`src/rtl/mem_access_ctrl_if.sv`:
```
// ----------------------------------------------------------------------------
// mem_access_ctrl_if
//
// Data-memory request/acknowledge bus between the load/store sequencer and a
// (possibly slow or shared) data memory.
//
// Signals:
//   mem_req    sequencer -> memory  request, held high until ack or timeout
//   mem_we     sequencer -> memory  1 = write, valid with mem_req
//   mem_addr   sequencer -> memory  word-aligned byte address
//   mem_be     sequencer -> memory  byte enables, bit k = byte lane k
//   mem_wdata  sequencer -> memory  lane-replicated store data
//   mem_ack    memory -> sequencer  completion strobe
//   mem_rdata  memory -> sequencer  read word, valid with mem_ack
//
// Modports:
//   master  the sequencer side (drives the request)
//   slave   the memory side (drives the acknowledge)
// ----------------------------------------------------------------------------
interface mem_access_ctrl_if;
    logic        mem_req;
    logic        mem_we;
    logic [31:0] mem_addr;
    logic [3:0]  mem_be;
    logic [31:0] mem_wdata;
    logic        mem_ack;
    logic [31:0] mem_rdata;

    modport master (
        output mem_req,
        output mem_we,
        output mem_addr,
        output mem_be,
        output mem_wdata,
        input  mem_ack,
        input  mem_rdata
    );

    modport slave (
        input  mem_req,
        input  mem_we,
        input  mem_addr,
        input  mem_be,
        input  mem_wdata,
        output mem_ack,
        output mem_rdata
    );
endinterface

```
`src/rtl/mem_access_ctrl.sv`:
```
// ----------------------------------------------------------------------------
// mem_access_ctrl
//
// Multi-cycle load/store sequencer between the execute stage and the data
// memory port. Forms ea = base + sext(offset), rejects misaligned accesses,
// runs a req/ack handshake with byte enables and lane-replicated write data,
// aborts after TIMEOUT unacknowledged request cycles, and returns the
// sign- or zero-extended load result.
//
// Parameters:
//   TIMEOUT      max request cycles without ack before abort (1..255)
//
// Ports:
//   clk          rising-edge clock
//   reset        synchronous active-high reset
//   start        operation request, accepted only when idle
//   store        1 = store, 0 = load
//   size         00 byte, 01 half, 10 word, 11 reserved (always misaligned)
//   unsigned_ld  loads: 1 = zero-extend, 0 = sign-extend
//   base         base register value
//   offset       16-bit immediate, sign-extended
//   wdata        store data, low bits significant
//   busy         high whenever not idle
//   done         one-cycle completion pulse
//   rdata        extended load result, 0 for stores and errors
//   err_misalign alignment error, valid with done
//   err_timeout  memory timeout, valid with done
//   mem          memory bus (master side)
// ----------------------------------------------------------------------------
module mem_access_ctrl #(
    parameter int TIMEOUT = 15
) (
    input  logic                     clk,
    input  logic                     reset,
    input  logic                     start,
    input  logic                     store,
    input  logic [1:0]               size,
    input  logic                     unsigned_ld,
    input  logic [31:0]              base,
    input  logic [15:0]              offset,
    input  logic [31:0]              wdata,
    output logic                     busy,
    output logic                     done,
    output logic [31:0]              rdata,
    output logic                     err_misalign,
    output logic                     err_timeout,
    mem_access_ctrl_if.master        mem
);

    typedef enum logic [1:0] {
        IDLE = 2'd0,
        REQ  = 2'd1,
        DONE = 2'd2
    } state_t;

    // Counter value seen in the last allowed request cycle.
    localparam logic [7:0] LAST_TICK = 8'(TIMEOUT - 1);

    state_t      state;
    state_t      next_state;

    logic [31:0] ea;
    logic        misalign;
    logic [3:0]  be_calc;
    logic [31:0] wdata_lanes;

    logic        store_r;
    logic [1:0]  size_r;
    logic        unsigned_r;
    logic [1:0]  ea_lo_r;
    logic [7:0]  tick_cnt;

    logic [31:0] addr_r;
    logic [3:0]  be_r;
    logic [31:0] wdata_r;
    logic [31:0] rdata_r;
    logic        err_misalign_r;
    logic        err_timeout_r;

    logic [7:0]  byte_lane;
    logic [15:0] half_lane;
    logic [31:0] load_ext;

    // Effective address wraps modulo 2^32; there is no overflow trap.
    assign ea = base + {{16{offset[15]}}, offset};

    // Alignment check on the incoming request; size 11 is never legal.
    always_comb begin
        misalign = 1'b0;
        case (size)
            2'b00:   misalign = 1'b0;
            2'b01:   misalign = ea[0];
            2'b10:   misalign = (ea[1:0] != 2'b00);
            default: misalign = 1'b1;
        endcase
    end

    // Byte enables and write-lane replication are decided at accept time
    // so the bus stays constant for the whole request.
    always_comb begin
        be_calc     = 4'b0000;
        wdata_lanes = wdata;
        case (size)
            2'b00: begin
                be_calc     = 4'b0001 << ea[1:0];
                wdata_lanes = {4{wdata[7:0]}};
            end
            2'b01: begin
                be_calc     = ea[1] ? 4'b1100 : 4'b0011;
                wdata_lanes = {2{wdata[15:0]}};
            end
            2'b10: begin
                be_calc     = 4'b1111;
                wdata_lanes = wdata;
            end
            default: begin
                be_calc     = 4'b0000;
                wdata_lanes = wdata;
            end
        endcase
    end

    // Pick the addressed lane out of the returned word and extend it.
    always_comb begin
        byte_lane = mem.mem_rdata[7:0];
        case (ea_lo_r)
            2'b00:   byte_lane = mem.mem_rdata[7:0];
            2'b01:   byte_lane = mem.mem_rdata[15:8];
            2'b10:   byte_lane = mem.mem_rdata[23:16];
            default: byte_lane = mem.mem_rdata[31:24];
        endcase
        half_lane = ea_lo_r[1] ? mem.mem_rdata[31:16] : mem.mem_rdata[15:0];
        case (size_r)
            2'b00:   load_ext = unsigned_r ? {24'h000000, byte_lane}
                                           : {{24{byte_lane[7]}}, byte_lane};
            2'b01:   load_ext = unsigned_r ? {16'h0000, half_lane}
                                           : {{16{half_lane[15]}}, half_lane};
            default: load_ext = mem.mem_rdata;
        endcase
    end

    // State register.
    always_ff @(posedge clk) begin
        if (reset) begin
            state <= IDLE;
        end else begin
            state <= next_state;
        end
    end

    // Next-state logic. An ack in the final allowed cycle is checked before
    // the timeout so it wins.
    always_comb begin
        next_state = state;
        case (state)
            IDLE: begin
                if (start) begin
                    next_state = misalign ? DONE : REQ;
                end
            end
            REQ: begin
                if (mem.mem_ack) begin
                    next_state = DONE;
                end else if (tick_cnt == LAST_TICK) begin
                    next_state = DONE;
                end
            end
            DONE:    next_state = IDLE;
            default: next_state = IDLE;
        endcase
    end

    // Datapath: latch the request on accept, count unacknowledged request
    // cycles, and capture the result. rdata and the error flags are cleared
    // only when the next operation is accepted.
    always_ff @(posedge clk) begin
        if (reset) begin
            store_r        <= 1'b0;
            size_r         <= 2'b00;
            unsigned_r     <= 1'b0;
            ea_lo_r        <= 2'b00;
            tick_cnt       <= 8'h00;
            addr_r         <= 32'h0;
            be_r           <= 4'h0;
            wdata_r        <= 32'h0;
            rdata_r        <= 32'h0;
            err_misalign_r <= 1'b0;
            err_timeout_r  <= 1'b0;
        end else begin
            case (state)
                IDLE: begin
                    if (start) begin
                        store_r        <= store;
                        size_r         <= size;
                        unsigned_r     <= unsigned_ld;
                        ea_lo_r        <= ea[1:0];
                        tick_cnt       <= 8'h00;
                        addr_r         <= {ea[31:2], 2'b00};
                        be_r           <= be_calc;
                        wdata_r        <= wdata_lanes;
                        rdata_r        <= 32'h0;
                        err_misalign_r <= misalign;
                        err_timeout_r  <= 1'b0;
                    end
                end
                REQ: begin
                    if (mem.mem_ack) begin
                        rdata_r <= store_r ? 32'h0 : load_ext;
                    end else begin
                        tick_cnt <= tick_cnt + 8'h01;
                        if (tick_cnt == LAST_TICK) begin
                            err_timeout_r <= 1'b1;
                        end
                    end
                end
                default: begin
                end
            endcase
        end
    end

    assign busy          = (state != IDLE);
    assign done          = (state == DONE);
    assign rdata         = rdata_r;
    assign err_misalign  = err_misalign_r;
    assign err_timeout   = err_timeout_r;

    assign mem.mem_req   = (state == REQ);
    assign mem.mem_we    = (state == REQ) && store_r;
    assign mem.mem_addr  = addr_r;
    assign mem.mem_be    = be_r;
    assign mem.mem_wdata = wdata_r;

endmodule

```
`src/flat_wrapper.sv`:
```
// flat-port wrapper written by rule: the top's interface ports become plain ports
module mem_access_ctrl_flat 
#(
    parameter int TIMEOUT = 15
)
  (clk, reset, start, store, size, unsigned_ld, base, offset, wdata, busy, done, rdata, err_misalign, err_timeout, mem_mem_req, mem_mem_we, mem_mem_addr, mem_mem_be, mem_mem_wdata, mem_mem_ack, mem_mem_rdata);
  mem_access_ctrl_if mem_i ();
  input  logic clk;
  input  logic reset;
  input  logic start;
  input  logic store;
  input  logic [1:0] size;
  input  logic unsigned_ld;
  input  logic [31:0] base;
  input  logic [15:0] offset;
  input  logic [31:0] wdata;
  output logic busy;
  output logic done;
  output logic [31:0] rdata;
  output logic err_misalign;
  output logic err_timeout;
  output wire logic [$bits(mem_i.mem_req)-1:0] mem_mem_req;
  output wire logic [$bits(mem_i.mem_we)-1:0] mem_mem_we;
  output wire logic [$bits(mem_i.mem_addr)-1:0] mem_mem_addr;
  output wire logic [$bits(mem_i.mem_be)-1:0] mem_mem_be;
  output wire logic [$bits(mem_i.mem_wdata)-1:0] mem_mem_wdata;
  input wire logic [$bits(mem_i.mem_ack)-1:0] mem_mem_ack;
  input wire logic [$bits(mem_i.mem_rdata)-1:0] mem_mem_rdata;
  assign mem_mem_req = mem_i.mem_req;
  assign mem_mem_we = mem_i.mem_we;
  assign mem_mem_addr = mem_i.mem_addr;
  assign mem_mem_be = mem_i.mem_be;
  assign mem_mem_wdata = mem_i.mem_wdata;
  assign mem_i.mem_ack = mem_mem_ack;
  assign mem_i.mem_rdata = mem_mem_rdata;
  mem_access_ctrl #(.TIMEOUT(TIMEOUT)) u_core (.clk(clk), .reset(reset), .start(start), .store(store), .size(size), .unsigned_ld(unsigned_ld), .base(base), .offset(offset), .wdata(wdata), .busy(busy), .done(done), .rdata(rdata), .err_misalign(err_misalign), .err_timeout(err_timeout), .mem(mem_i));
endmodule
```
`config.mk`:
```
export PLATFORM = sky130hd
export DESIGN_NAME = mem_access_ctrl_flat
export DESIGN_NICKNAME = d
export VERILOG_FILES = /design/src/rtl/mem_access_ctrl_if.sv /design/src/rtl/mem_access_ctrl.sv /design/src/flat_wrapper.sv
export SDC_FILE = /design/constraint.sdc
export NUM_CORES = 1
export LEC_CHECK = 0
export CORE_MARGIN = 2
export CORE_UTILIZATION = 40
export CTS_BUF_LIST = sky130_fd_sc_hd__clkbuf_8
export DETAILED_ROUTE_END_ITERATION = 10
export PLACE_DENSITY = 0.83
export REMOVE_ABC_BUFFERS = 1
export SYNTH_ARGS = -nofsm -noshare
export SYNTH_HDL_FRONTEND = slang
export SYNTH_SLANG_ARGS = --single-unit
```
`constraint.sdc`:
```
create_clock -name clk -period 7.82 [get_ports clk]
set_clock_uncertainty 0.1 [all_clocks]
set_input_delay 1.564 -clock clk [delete_from_list [all_inputs] [get_ports clk]]
set_output_delay 1.564 -clock clk [all_outputs]
set_load 0.02 [all_outputs]
```
==> flow_summary.toml <==
[status]
outcome = "finished clean"

[synth]
synth_top_area_share_pct = 35.0
syn_avg_cell_area_um2 = 7.55
synth.area.mux_share_pct = 3.01
synth_top_family_by_area = "compound AO/OA/AOI/OAI gates"
yosysTopAreaCell = "dfxtp_1"
synthTopCellsByArea = "dfxtp_1, a21oi_1, nand2_1, ha_1, o21ai_0"
synth_ff_type = "dfxtp_1"
async_reset_ff_share_pct = 0
synth_common_cells = "nand2_1, a21oi_1, dfxtp_1"
syn_inst = 880
synth_edf_count = 0
synth_cell_types = 59
synth_seq_cells = 116
ys_seq_area_share_pct = 35.0
synth_most_common_cell = "nand2_1"
synthAdderAreaFrac_pct = 6.52
synth_compound_area_share_pct = 26.5
synth_warnings = 0
synthXorXnorAreaFrac_pct = 3.69
syn-cell-area_um2 = 6640
yosys.area_share.simple_pct = 20.9

[clock_tree]
cts_resized = 0
cts_buffers = 17
cts.path.max_buffers = 2
cts_tree = "built"
cts_setup_buffers = 0
holdBufCountCts = 0
clock_sinks = 116
clockRootBuffer = "clkbuf_8"
cts.clk_slew.worst_paths_ns = 0.07
clock_latency_ns = 0.44
cts-htree-levels = 4

[power_and_ir_drop]
switchingPower_mw = 0.612
power_mw = 1.83
pwr-share-seq_pct = 37.5
powerDensity_nw_per_um2 = 196
worst_ir_drop_vdd_uv = 111
swShare_pct = 33.4
comb_power_share_pct = 32.8
clkPwrFrac_pct = 29.7
p_leak_nw = 3.59
internal_power_mw = 1.22

[final_layout]
post-route-cell-area_um2 = 9340
drive_above_1_share_pct = 4.53
fill_cells = 1498
syn2layout_area_growth_pct = 40.6
register_area_um2 = 2320
diodes = 0
multiInputGateArea_um2 = 4040
layout.cells.non_filler = 1301
layout.nets = 1225

[sta]
finalWorstSetupSlack_ns = 3.42
maxSlewViolCount = 0
rsz0062_at_grt = "false"
slew_headroom_pct = 21.6
max_freq_mhz = 227
finalCriticalPeriod_ns = 4.40
setup_viol_count_final = 0
finalHoldViolations = 0
fin_tns_setup_ns = 0
worst_pin_slew_ns = 1.17
post-route-period-util_pct = 56.3

[grt]
grt_pass1_vias = 6508
groute.usage.overall_pct = 23.0
grt_pass1_wl_mm = 32.8
grt_max_degree = 66
overflow = 0
antenna_found_initial = 0

[floorplanning]
core-area_um2 = 16400
die_w_um = 133
rows = 47
die_height_um = 133
dieArea_um2 = 17700
start_util_pct = 40.5
ios = 226

[drt]
via_per_inst = 5.33
wirelength_mm = 20.3
drc = 0
drt_first_pass_iters = 4
drtIter0Drc = 370
ant_nets = 0
wl_per_cell_um = 15.6
vias = 6930

[min_path]
whs_endpoint = "u_core.mem.mem_addr[11]"
hold_class = "register to register"
hold-path-cell-count = 2
holdCritStartpoint = "u_core.mem.mem_addr[11]"

[placement]
place_inst = 1272
dpl_cell_area_um2 = 8960
dp_slack_ns = 3.02
hpwlAfterDp_mm = 14.7
gp_congestion = 0.863
io_buffers = 223

[worst_setup_path]
reg2reg_to = "u_core.rdata[24]"
r2r_slack_ns = 4.82
rr_startpoint = "u_core.state[0]"
worstSetupStartpointType = "input port"
critical_path_class = "input port to register"
cp-end-kind = "register"
r2r_cells = 6
cp.required_ns = 8.08
crit_fanout = 17
worstPathArrival_ns = 4.66

[run]
maxCapViolations = 0
[power groups by stage]
stage,Combinational [mW],Clock (mW),Sequential [mW]
floorplan,0.274,0,0.756
global placement,0.592,0,0.698
detailed placement,0.600,0,0.699
CTS,0.603,0.555,0.688
global route,0.656,0.586,0.695
finish,0.602,0.544,0.688
[metal layers]
| layer | GRT usage, % | vias up | wire length (um) |
|---|---|---|---|
| met1 | 28.6 | 3188 | 8720 |
| met4 | 6.99 | 0 | 311 |
| met5 | 0 | - | 0 |
| met3 | 7.09 | 31 | 1610 |
| li1 | - | 3467 | - |
| met2 | 38.1 | 244 | 9670 |
[layout make-up]
class	instances	share of cell area [%]
clock buffer	21	3.10
clock inverter	8	0.925
inverter	18	0.724
multi-input combinational	691	43.3
sequential	116	24.9
tap	220	2.95
timing repair buffer	227	24.2
[state kept, by name (all words and copies together), names as in the netlist]
register,count
u_core.ea_lo_r,2
u_core.err_misalign,1
u_core.err_timeout,1
u_core.mem.mem_addr,30
u_core.mem.mem_be,4
u_core.mem.mem_wdata,32
u_core.rdata,32
u_core.size_r,2
u_core.state,2
u_core.store_r,1
u_core.tick_cnt,8
u_core.unsigned_r,1
[through the flow]
| step | utilization, % | hold WS, ns |
|---|---|---|
| 2_1_floorplan | - | 0.334 |
| 3_3_place_gp | 54.6 | 0.337 |
| 3_5_place_dp | 54.6 | 0.344 |
| 4_1_cts | 56.9 | 0.353 |
| 5_1_grt | 56.9 | 0.369 |
| 6_report | 56.9 | 0.352 |
[cell families after synthesis]
family | count (synthesis)
simple gates | 321
compound gates | 286
flops | 116
buf+inv | 74
fa+ha+maj | 34
xor+xnor | 28
mux | 20
other cells | 1
[placed cells by master (no fill, tap or decap), drive strengths merged, types with 14 or more instances in the layout]
cell             n
a211oi          18
dfxtp          116
mux2i           20
clkbuf          21
nor2            95
inv             21
o21ai           79
nand2          153
ha              33
xnor2           15
clkdlybuf4s50  221
a21oi          120
nor2b           14
a21o            23
[worst max path at each step]
stage,startpoint,slack [ns],to,cells past startpoint
after floorplan,start,3.54,u_core.mem.mem_addr[26],5
after global placement,offset[15],3.07,u_core.mem.mem_addr[25],10
after detailed placement,offset[15],3.02,u_core.mem.mem_addr[25],10
after CTS,offset[15],3.48,u_core.mem.mem_addr[25],10
after global routing,start,3.24,u_core.rdata[24],7
final,offset[15],3.42,u_core.mem.mem_addr[25],10
[critical path, cell delays in order]
cell and delay (ns):
clkdlybuf4s50_1 0.93, ha_1 0.41, a21o_1 0.22, a21o_1 0.19, a221o_1 0.39, or3_1 0.31, o21ai_1 0.18, a21oi_1 0.11
xnor2_1 0.13, a211oi_1 0.22
Power figures use the tool's default switching activity.
